## src/rtl/pwm_decoder_pkg.sv

```systemverilog
// Shared constants and FSM encoding for the PWM generator/decoder pair.
// Both ends use these defaults so that encode and decode scale together.
package pwm_decoder_pkg;

    localparam int unsigned STEP_CYCLES_DEF    = 100;
    localparam int unsigned TIMEOUT_CYCLES_DEF = 4000;
    localparam int unsigned CNT_W_DEF          = 12;
    localparam int unsigned CODE_W             = 4;
    localparam int unsigned ACC_W              = 5;

    typedef enum logic [1:0] {
        ST_IDLE = 2'd0,
        ST_HIGH = 2'd1,
        ST_LOW  = 2'd2
    } state_e;

    // Clamp the width accumulator to the largest representable code.
    function automatic logic [CODE_W-1:0] sat_code(input logic [ACC_W-1:0] acc);
        logic [CODE_W-1:0] code;
        if (acc > ACC_W'(15)) begin
            code = CODE_W'(15);
        end else begin
            code = CODE_W'(acc);
        end
        return code;
    endfunction

endpackage

```

## src/rtl/pwm_decoder_edge_sync.sv

```systemverilog
// Two-flop synchroniser with a history flop; reports the synchronised
// level plus single-cycle rise and fall pulses.
module pwm_edge_sync (
    input  logic clk,
    input  logic rst_n,
    input  logic async_in,
    output logic level,
    output logic rise_c,
    output logic fall_c
);

    logic sync1_q, sync1_d;
    logic sync2_q, sync2_d;
    logic hist_q,  hist_d;

    always_comb begin
        sync1_d = async_in;
        sync2_d = sync1_q;
        hist_d  = sync2_q;
    end

    always_ff @(posedge clk or negedge rst_n) begin
        if (!rst_n) begin
            sync1_q <= 1'b0;
            sync2_q <= 1'b0;
            hist_q  <= 1'b0;
        end else begin
            sync1_q <= sync1_d;
            sync2_q <= sync2_d;
            hist_q  <= hist_d;
        end
    end

    assign level  = sync2_q;
    assign rise_c = sync2_q & ~hist_q;
    assign fall_c = ~sync2_q & hist_q;

endmodule

```

## src/rtl/pwm_decoder.sv

```systemverilog
// PWM receiver: measures high time and period of an asynchronous PWM line,
// recovers the width code and flags a line that has stopped toggling.
module pwm_decoder
    import pwm_decoder_pkg::*;
#(
    parameter int unsigned STEP_CYCLES    = STEP_CYCLES_DEF,
    parameter int unsigned TIMEOUT_CYCLES = TIMEOUT_CYCLES_DEF,
    parameter int unsigned CNT_W          = CNT_W_DEF
) (
    input  logic              clk_1MHz,
    input  logic              rst_n,
    input  logic              pwm_signal,
    output logic [CODE_W-1:0] pulse_width,
    output logic [CNT_W-1:0]  period_cycles,
    output logic              valid,
    output logic              stuck
);

    localparam int unsigned      PRESC_W    = $clog2(STEP_CYCLES + 1);
    localparam logic [CNT_W-1:0] CNT_MAX    = '1;
    localparam logic [CNT_W-1:0] TO_VAL     = CNT_W'(TIMEOUT_CYCLES);
    localparam logic [CNT_W-1:0] TO_LAST    = CNT_W'(TIMEOUT_CYCLES - 1);
    // high_cnt starts at 1, so the half-step rounding offset starts one ahead.
    localparam logic [PRESC_W-1:0] PRESC_LOAD = PRESC_W'(STEP_CYCLES / 2 + 1);
    localparam logic [PRESC_W-1:0] PRESC_LAST = PRESC_W'(STEP_CYCLES - 1);
    localparam logic [ACC_W-1:0]   ACC_MAX    = '1;

    logic level, rise, fall, any_edge, timeout_hit;

    state_e             state_q,  state_d;
    logic [CNT_W-1:0]   high_q,   high_d;
    logic [CNT_W-1:0]   period_q, period_d;
    logic [CNT_W-1:0]   idle_q,   idle_d;
    logic [PRESC_W-1:0] presc_q,  presc_d;
    logic [ACC_W-1:0]   acc_q,    acc_d;
    logic [CODE_W-1:0]  pw_q,     pw_d;
    logic [CNT_W-1:0]   per_out_q, per_out_d;
    logic               valid_q,  valid_d;
    logic               stuck_q,  stuck_d;

    pwm_edge_sync u_sync (
        .clk      (clk_1MHz),
        .rst_n    (rst_n),
        .async_in (pwm_signal),
        .level    (level),
        .rise_c   (rise),
        .fall_c   (fall)
    );

    function automatic logic [CNT_W-1:0] sat_inc(input logic [CNT_W-1:0] v);
        return (v == CNT_MAX) ? v : v + CNT_W'(1);
    endfunction

    assign any_edge    = rise | fall;
    assign timeout_hit = ~any_edge && (idle_q == TO_LAST);

    // Next-state, measurement counters and output capture.
    always_comb begin
        state_d   = state_q;
        high_d    = high_q;
        period_d  = period_q;
        idle_d    = idle_q;
        presc_d   = presc_q;
        acc_d     = acc_q;
        pw_d      = pw_q;
        per_out_d = per_out_q;
        valid_d   = 1'b0;
        stuck_d   = stuck_q;

        // Parks at TO_VAL after a timeout so the strobe fires once per episode.
        if (any_edge) begin
            idle_d = '0;
        end else if (idle_q < TO_VAL) begin
            idle_d = idle_q + CNT_W'(1);
        end

        case (state_q)
            ST_IDLE: begin
                if (rise) begin
                    high_d   = CNT_W'(1);
                    period_d = CNT_W'(1);
                    presc_d  = PRESC_LOAD;
                    acc_d    = '0;
                    state_d  = ST_HIGH;
                end
            end
            ST_HIGH: begin
                if (rise) begin
                    state_d = ST_IDLE;
                end else begin
                    period_d = sat_inc(period_q);
                    if (fall) begin
                        state_d = ST_LOW;
                    end else begin
                        high_d = sat_inc(high_q);
                        if (presc_q == PRESC_LAST) begin
                            presc_d = '0;
                            if (acc_q != ACC_MAX) begin
                                acc_d = acc_q + ACC_W'(1);
                            end
                        end else begin
                            presc_d = presc_q + PRESC_W'(1);
                        end
                    end
                end
            end
            ST_LOW: begin
                if (rise) begin
                    per_out_d = period_q;
                    pw_d      = sat_code(acc_q);
                    valid_d   = 1'b1;
                    stuck_d   = 1'b0;
                    high_d    = CNT_W'(1);
                    period_d  = CNT_W'(1);
                    presc_d   = PRESC_LOAD;
                    acc_d     = '0;
                    state_d   = ST_HIGH;
                end else begin
                    period_d = sat_inc(period_q);
                end
            end
            default: begin
                state_d = ST_IDLE;
            end
        endcase

        if (timeout_hit) begin
            stuck_d   = 1'b1;
            valid_d   = 1'b1;
            per_out_d = '0;
            pw_d      = level ? CODE_W'(15) : CODE_W'(0);
            state_d   = ST_IDLE;
        end
    end

    always_ff @(posedge clk_1MHz or negedge rst_n) begin
        if (!rst_n) begin
            state_q   <= ST_IDLE;
            high_q    <= '0;
            period_q  <= '0;
            idle_q    <= '0;
            presc_q   <= '0;
            acc_q     <= '0;
            pw_q      <= '0;
            per_out_q <= '0;
            valid_q   <= 1'b0;
            stuck_q   <= 1'b0;
        end else begin
            state_q   <= state_d;
            high_q    <= high_d;
            period_q  <= period_d;
            idle_q    <= idle_d;
            presc_q   <= presc_d;
            acc_q     <= acc_d;
            pw_q      <= pw_d;
            per_out_q <= per_out_d;
            valid_q   <= valid_d;
            stuck_q   <= stuck_d;
        end
    end

    assign pulse_width   = pw_q;
    assign period_cycles = per_out_q;
    assign valid         = valid_q;
    assign stuck         = stuck_q;

endmodule

```

## config.mk

```make
export PLATFORM = sky130hd
export DESIGN_NAME = pwm_decoder
export DESIGN_NICKNAME = d
export VERILOG_FILES = /design/src/rtl/pwm_decoder_pkg.sv /design/src/rtl/pwm_decoder_edge_sync.sv /design/src/rtl/pwm_decoder.sv
export SDC_FILE = /design/constraint.sdc
export NUM_CORES = 1
export LEC_CHECK = 0
export CAP_MARGIN = 0
export CORE_UTILIZATION = 47
export DETAILED_ROUTE_END_ITERATION = 6
export GPL_ROUTABILITY_DRIVEN = 0
export GPL_TIMING_DRIVEN = 1
export PLACE_DENSITY = 0.74
export SYNTH_ARGS = -nofsm -noshare
export SYNTH_HDL_FRONTEND = slang
export SYNTH_SLANG_ARGS = --single-unit
```

## constraint.sdc

```tcl
create_clock -name clk_1MHz -period 5.4 [get_ports clk_1MHz]
set_input_delay 1.08 -clock clk_1MHz [delete_from_list [all_inputs] [get_ports clk_1MHz]]
set_output_delay 1.08 -clock clk_1MHz [all_outputs]
set_load 0.005 [all_outputs]
```

==> key figures, run 1 <==
Run status
  • Outcome: finished clean

Floorplan
  • Die area: 6900 sq um
  • Die Ht: approximately 83 um
  • Initial core utilization: 0.486
  • CORE AREA: between 6000 and 7000 sq um
  • IO Pins: 21
  • Width of the chip: a little over 80 um
  • Site Rows: 29

Worst setup path
  • Highest net fanout along the worst path: 5
  • Data required, critical path: between 5 and 6 ns
  • Startpoint Class: flip-flop
  • Arrival time at the worst endpoint: between 2 and 3 ns
  • CP Capture Type: flip-flop
  • Type of the worst setup path: flip-flop to flip-flop

Route
  • Via-to-Cell Ratio: roughly 6
  • DR WL/cell: 15.0 um
  • Post-DRT Antenna Nets: 0
  • Drt first pass iters: 4
  • WL final: between 6 and 7 mm
  • Initial DRC Count: roughly 220
  • Vias post-DR: 2491
  • # DRC: 0

Flow run
  • Max cap viols: 0

Synthesis
  • Synth area leader: dfrtp_1
  • Largest family of logic cells by synthesized area: simple AND/OR/NAND/NOR gates
  • Top cells by area, synth: dfrtp_1 (48%), ha_1 (5.3%), nand2_1 (5.1%), a21oi_1 (3.7%), o21ai_0 (3.4%)
  • Post-synthesis compound-gate area fraction: 0.200
  • Flops & latches, synth: 59
  • Mapped Area: 3090 sq um
  • Post-synth top flop: dfrtp_1
  • XOR/XNOR share of the synthesized area: 0.0113
  • Asr flop ratio synth: 1.00
  • Yosys top cell area share: 0.478
  • Mux share of post-synthesis cell area: 0.0178
  • Netlist cell types: 50
  • Net Count, Synth: 333
  • Mapped Cells: 317
  • Synth Area per Inst: 9.74 sq um
  • Synth Area in Adders: 0.0527
  • Post-synthesis simple-gate area fraction: 0.218
  • EDFF count, synth: 0
  • Sequential fraction of the synthesis area: 0.478
  • Synthesis Warnings: 0

Global routing
  • Met2 usage: 0.314
  • Total global-route track usage: 0.206
  • Overflow after GRT: 0
  • Initial antenna violation count: 0
  • M1 GR Usage: 0.271
  • Vias in the first global route: 2464
  • Largest net degree at the start of global routing: 60
  • First-pass GRT wire length: 11.4 mm
  • Met3 GRT Util: 0.0626
  • Top Usage Layer GRT: met2

Cells and area
  • Ant diodes: 0
  • Fin util: 0.556
  • Fillers: 541
  • Area delta synth->final: 14.4%
  • Post-route cell area: 3530 sq um
  • Most frequent cells in the layout: dfrtp_1 (59), nand2_1 (42), a21oi_1 (23), o21ai_0 (21), clkdlybuf4s50_1 (19)
  • Layout cells sized above 1: 0.0843
  • Nets: approximately 360
  • Count of non-filler cells in the finished layout: 421
  • Commonest non-fill, non-tap cell in the layout: dfrtp_1

CTS
  • H-tree depth: 3
  • Post-cts gate resize count: 0
  • Post-CTS setup buffer count: 0
  • Longest Clk Path Bufs: 2
  • # clock sinks: 59
  • Worst-path clk slew: 0.06 ns
  • Total CTS buffers: 9
  • Worst-Skew Late Latency: 0.34 ns
  • CTS tree: built
  • Cts hold-fix bufs: 0
  • Root buf cell: clkbuf_8

Timing
  • Slew margin rel.: 0.416
  • RSZ-0062 raised after global routing: false
  • Final min period: 2.54 ns
  • Worst-Margin Slew: 0.869 ns
  • Clock Skew: roughly 0.0086 ns
  • Fmax: 393 MHz
  • Fin Setup TNS: 0 ns
  • Final hold vios: 0
  • Final period util: 0.471
  • Pins Over Slew Limit: 0
  • Final setup vio count: 0

Placement
  • Placed cell areas: 3370 sq um
  • Post-DP HPWL: 4.24 mm
  • Buffers on Ports: 20
  • Placed Cells: 407

Min path
  • HP Class: flip-flop to flip-flop

Power
  • Total power: roughly 1400 uW
  • PwrDens: 400 nW/um^2
  • LEAKAGE: around 0.0015 uW
  • Worst IR drop on VDD: 0.000219 V
==> state kept, by name (all words and copies together), names as in the netlist <==
register / flops
state_q: 2
period_q: 12
u_sync.level: 1
stuck: 1
acc_q: 5
u_sync.sync1_q: 1
u_sync.hist_q: 1
presc_q: 7
valid: 1
pulse_width: 4
period_cycles: 12
idle_q: 12
==> synthesized netlist by cell type, types with 5 or more instances <==
cell / n
nand3_1: 7
o31ai_1: 9
a21oi_1: 23
o211ai_1: 5
nand2_1: 42
or3_1: 6
or4_1: 7
ha_1: 13
and3_1: 6
inv_1: 8
nand2b_1: 6
nor2_1: 17
clkbuf_1: 9
dfrtp_1: 59
o21ai_0: 21
nand4_1: 7
==> metrics by stage <==
step / worst slack (ns) / hold WS, ns
after floorplan: 2.98 / 0.331
after global placement: 2.92 / 0.336
after detailed placement: 2.87 / 0.337
after CTS: 2.86 / 0.352
after global routing: 2.76 / 0.356
final: 2.86 / 0.351
==> logic make-up after synthesis <==
| kind of cell | count (synthesis) |
|---|---|
| AND/OR/NAND/NOR | 124 |
| AO/OA/AOI/OAI | 94 |
| flip-flops | 59 |
| buffers and inverters | 18 |
| adder cells (fa/ha/maj) | 13 |
| multiplexers | 5 |
| XOR/XNOR | 4 |
==> critical path, cell delays in order, from the launching register on <==
cell,delay [ns]
dfrtp_1,0.42
ha_1,0.24
and3_1,0.20
ha_1,0.19
or3_2,0.46
o31a_1,0.26
or3_4,0.37
mux2_4,0.27
==> path summary, 6_finish.rpt <==
path | from | end | slack, ns | depth (start not counted)
max | acc_q[0]$_DFFE_PN0P_ | acc_q[0]$_DFFE_PN0P_ | 2.86 | 7
min | u_sync.sync1_q$_DFF_PN0_ | u_sync.level$_DFF_PN0_ | 0.35 | 0
max reg2reg | acc_q[0]$_DFFE_PN0P_ | acc_q[0]$_DFFE_PN0P_ | 2.86 | 7
min reg2reg | u_sync.sync1_q$_DFF_PN0_ | u_sync.level$_DFF_PN0_ | 0.35 | 0
max in group asynchronous | rst_n | pulse_width[0]$_DFFE_PN0P_ | 4.03 | 2
min in group asynchronous | rst_n | presc_q[5]$_DFFE_PN0P_ | 0.88 | 2
==> final cells by class <==
| type | count | area (sq um) | area share |
|---|---|---|---|
| timing repair buffer | 22 | 210 | 0.0595 |
| clock buffer | 11 | 151 | 0.0428 |
| tap | 77 | 96.3 | 0.0273 |
| sequential | 59 | 1480 | 0.418 |
| multi-input combinational | 240 | 1550 | 0.439 |
| clock inverter | 3 | 15.0 | 0.00425 |
| inverter | 9 | 33.8 | 0.00956 |
==> power breakdown <==
part	switching (uW)	internal (uW)
Clock	166	184
Combinational	260	218
Sequential	70.6	513
==> metal layers <==
metal	vias to the layer above	routed length [um]
li1	1228	-
met1	1188	3070
met2	62	2830
met3	13	297
met4	0	119
met5	-	0
Note: power is estimated with default switching activity, not from simulation.
==> run 2, diff against run 1 <==
--- a/config.mk
+++ b/config.mk
@@ -10,7 +10,7 @@
 export DETAILED_ROUTE_END_ITERATION = 6
 export GPL_ROUTABILITY_DRIVEN = 0
 export GPL_TIMING_DRIVEN = 1
-export PLACE_DENSITY = 0.74
+export PLACE_DENSITY = 0.76
 export SYNTH_ARGS = -nofsm -noshare
 export SYNTH_HDL_FRONTEND = slang
 export SYNTH_SLANG_ARGS = --single-unit
==> constraint.sdc (replaced) <==
create_clock -name clk_1MHz -period 2.1 [get_ports clk_1MHz]
set_input_delay 0.42 -clock clk_1MHz [delete_from_list [all_inputs] [get_ports clk_1MHz]]
set_output_delay 0.42 -clock clk_1MHz [all_outputs]
set_load 0.005 [all_outputs]
==> run 2 against run 1 <==
- final cell count increased by 4.8%
- clock-buffer cell count increased by 2
- critical path type unchanged
- largest power group unchanged
- sequential cell count unchanged
- worst setup slack got worse by 3.0 ns
- design area increased by 6.1%
- total power increased to 2.7 times the previous value
- sequential power increased to 2.5 times the previous value
- highest routed layer is now met3
- global-route usage increased by 0.74 points
- maximum frequency increased by 14%
- combinational power increased to 3.0 times the previous value
- the run now ends with DRC, setup timing left
==> key figures, run 2 (synthesis results as in run 1) <==
Min path
  • HP Class: primary input to async pin

Floorplan
  • Width of the chip: 83.1 um
  • Initial core utilization: 0.486
  • IO Pins: 21
  • Die Ht: between 80 and 90 um
  • Site Rows: 29
  • CORE AREA: 6350 sq um
  • Die area: slightly below 7000 sq um

Global routing
  • Vias in the first global route: about 2500
  • Total global-route track usage: 0.214
  • Initial antenna violation count: 0
  • Overflow after GRT: 0
  • First-pass GRT wire length: 11.8 mm
  • Largest net degree at the start of global routing: 36

Placement
  • Post-DP HPWL: 4.69 mm
  • Buffers on Ports: 20

Timing
  • Worst-Margin Slew: around 0.60 ns
  • Slew margin rel.: 0.600
  • Pins Over Slew Limit: 0
  • Final worst setup slack: -0.125 ns
  • Clock Skew: approximately 0.0086 ns
  • Final setup vio count: 4
  • Fmax: between 400 and 500 MHz
  • Final hold slack: 0.0984 ns
  • RSZ-0062 raised after global routing: true
  • Final hold vios: 0
  • Final min period: 2.23 ns
  • Fin Setup TNS: -0.348 ns
  • Final period util: 1.06

Power
  • PwrDens: a little over 1000 nW/um^2
  • LEAKAGE: 0.00162 uW
  • Worst IR drop on VDD: roughly 0.00063 V
  • Total power: 3870 uW

Cells and area
  • Commonest non-fill, non-tap cell in the layout: dfrtp_1
  • Most frequent cells in the layout: dfrtp_1 (59), nand2_1 (41), a21oi_1 (23), o21ai_0 (21)
  • Ant diodes: 0
  • Area delta synth->final: 21.4%
  • Nets: ~380
  • Layout cells sized above 1: 0.143

Run status
  • Failing checks: DRC, setup timing
  • Outcome: finished with violations

Route
  • DR WL/cell: 15.5 um
  • Drt first pass iters: 6
  • # DRC: 2
  • Vias post-DR: 2663
  • WL final: 6.85 mm
  • Post-DRT Antenna Nets: 0
  • Via-to-Cell Ratio: 6.04
  • Initial DRC Count: around 200

CTS
  • CTS tree: built
  • H-tree depth: 3
  • Worst-path clk slew: roughly 0.07 ns
  • # clock sinks: 59
  • Root buf cell: clkbuf_8
  • Total CTS buffers: 9
  • Longest Clk Path Bufs: 2
  • Worst-Skew Late Latency: approximately 0.33 ns

Worst setup path
  • Startpoint Class: flip-flop
  • Reg2reg path depth: 7
  • CP bufs+invs: 0
  • Most frequent cell on the critical path: or3_4
  • Worst r2r src: acc_q[0]$_DFFE_PN0P_
  • Slowest stage delay, CP: 0.38 ns
  • R2r endpoint: acc_q[0]$_DFFE_PN0P_
  • Data required, critical path: roughly 2.3 ns
  • Critical path depth: 7
  • Highest net fanout along the worst path: 5
  • Arrival time at the worst endpoint: 2.44 ns
  • CP Capture Type: flip-flop
  • Worst reg2reg setup slack: -0.13 ns
  • CP Cell Sequence: ha_2 > and3_4 > ha_4 > or3_4 > o31a_1 > or3_4 > mux2_4
  • Crit-path slowest cell: dfrtp_1
  • Type of the worst setup path: flip-flop to flip-flop
  • CP top delay family: simple AND/OR/NAND/NOR gates

Flow run
  • Max cap viols: 0
## run 2: metrics by stage
stage,setup slack [ns],utilization,cell area [sq um],std cells
2_1_floorplan,-0.170,-,3110,317
3_3_place_gp,-0.171,0.556,3530,422
3_5_place_dp,-0.207,0.556,3530,422
4_1_cts,-0.128,0.585,3710,438
5_1_grt,-0.164,0.590,3750,441
6_report,-0.125,0.590,3750,441
## run 2: power breakdown
| group | internal, uW | total (uW) | switching [uW] |
|---|---|---|---|
| combinational | 706 | 1460 | 752 |
| clock | 515 | 940 | 425 |
| sequential | 1320 | 1470 | 151 |
| total | 2540 | 3870 | 1330 |
## run 2: cell type report
type                            instances  area [sq um]
Timing Repair Buffer                   41           378
Multi-Input combinational cell        240          1590
Tap cell                               77          96.3
Sequential cell                        59          1480
Inverter                                9          33.8
Fill cell                             554          2600
Clock buffer                           13           169
Clock inverter                          2          10.0
## run 2: timing repair
item                                   in CTS  in global routing
gates resized for setup                     0                  2
endpoints found under the hold margin       0                  0
gates cloned                                0                  0
buffers inserted                            1                  3
pin swaps                                   4                  1
setup endpoints to repair                   5                  9
hold buffers                                0                  0
## run 2: worst max path at each step
stage / start / endpoint
finish: acc_q[0]$_DFFE_PN0P_ / acc_q[0]$_DFFE_PN0P_
detailed placement: acc_q[1]$_DFFE_PN0P_ / acc_q[0]$_DFFE_PN0P_
CTS: acc_q[0]$_DFFE_PN0P_ / acc_q[0]$_DFFE_PN0P_
global placement: acc_q[1]$_DFFE_PN0P_ / acc_q[0]$_DFFE_PN0P_
floorplan: acc_q[0]$_DFFE_PN0P_ / acc_q[0]$_DFFE_PN0P_
global route: acc_q[0]$_DFFE_PN0P_ / acc_q[0]$_DFFE_PN0P_
## run 2: metal layers
metal / vias up / global-route usage / part of all wire
met5: - / 0 / 0
met4: 0 / 0.0956 / 0
met2: 54 / 0.327 / 0.48
met1: 1338 / 0.294 / 0.49
li1: 1271 / - / -
met3: 0 / 0.0437 / 0.031
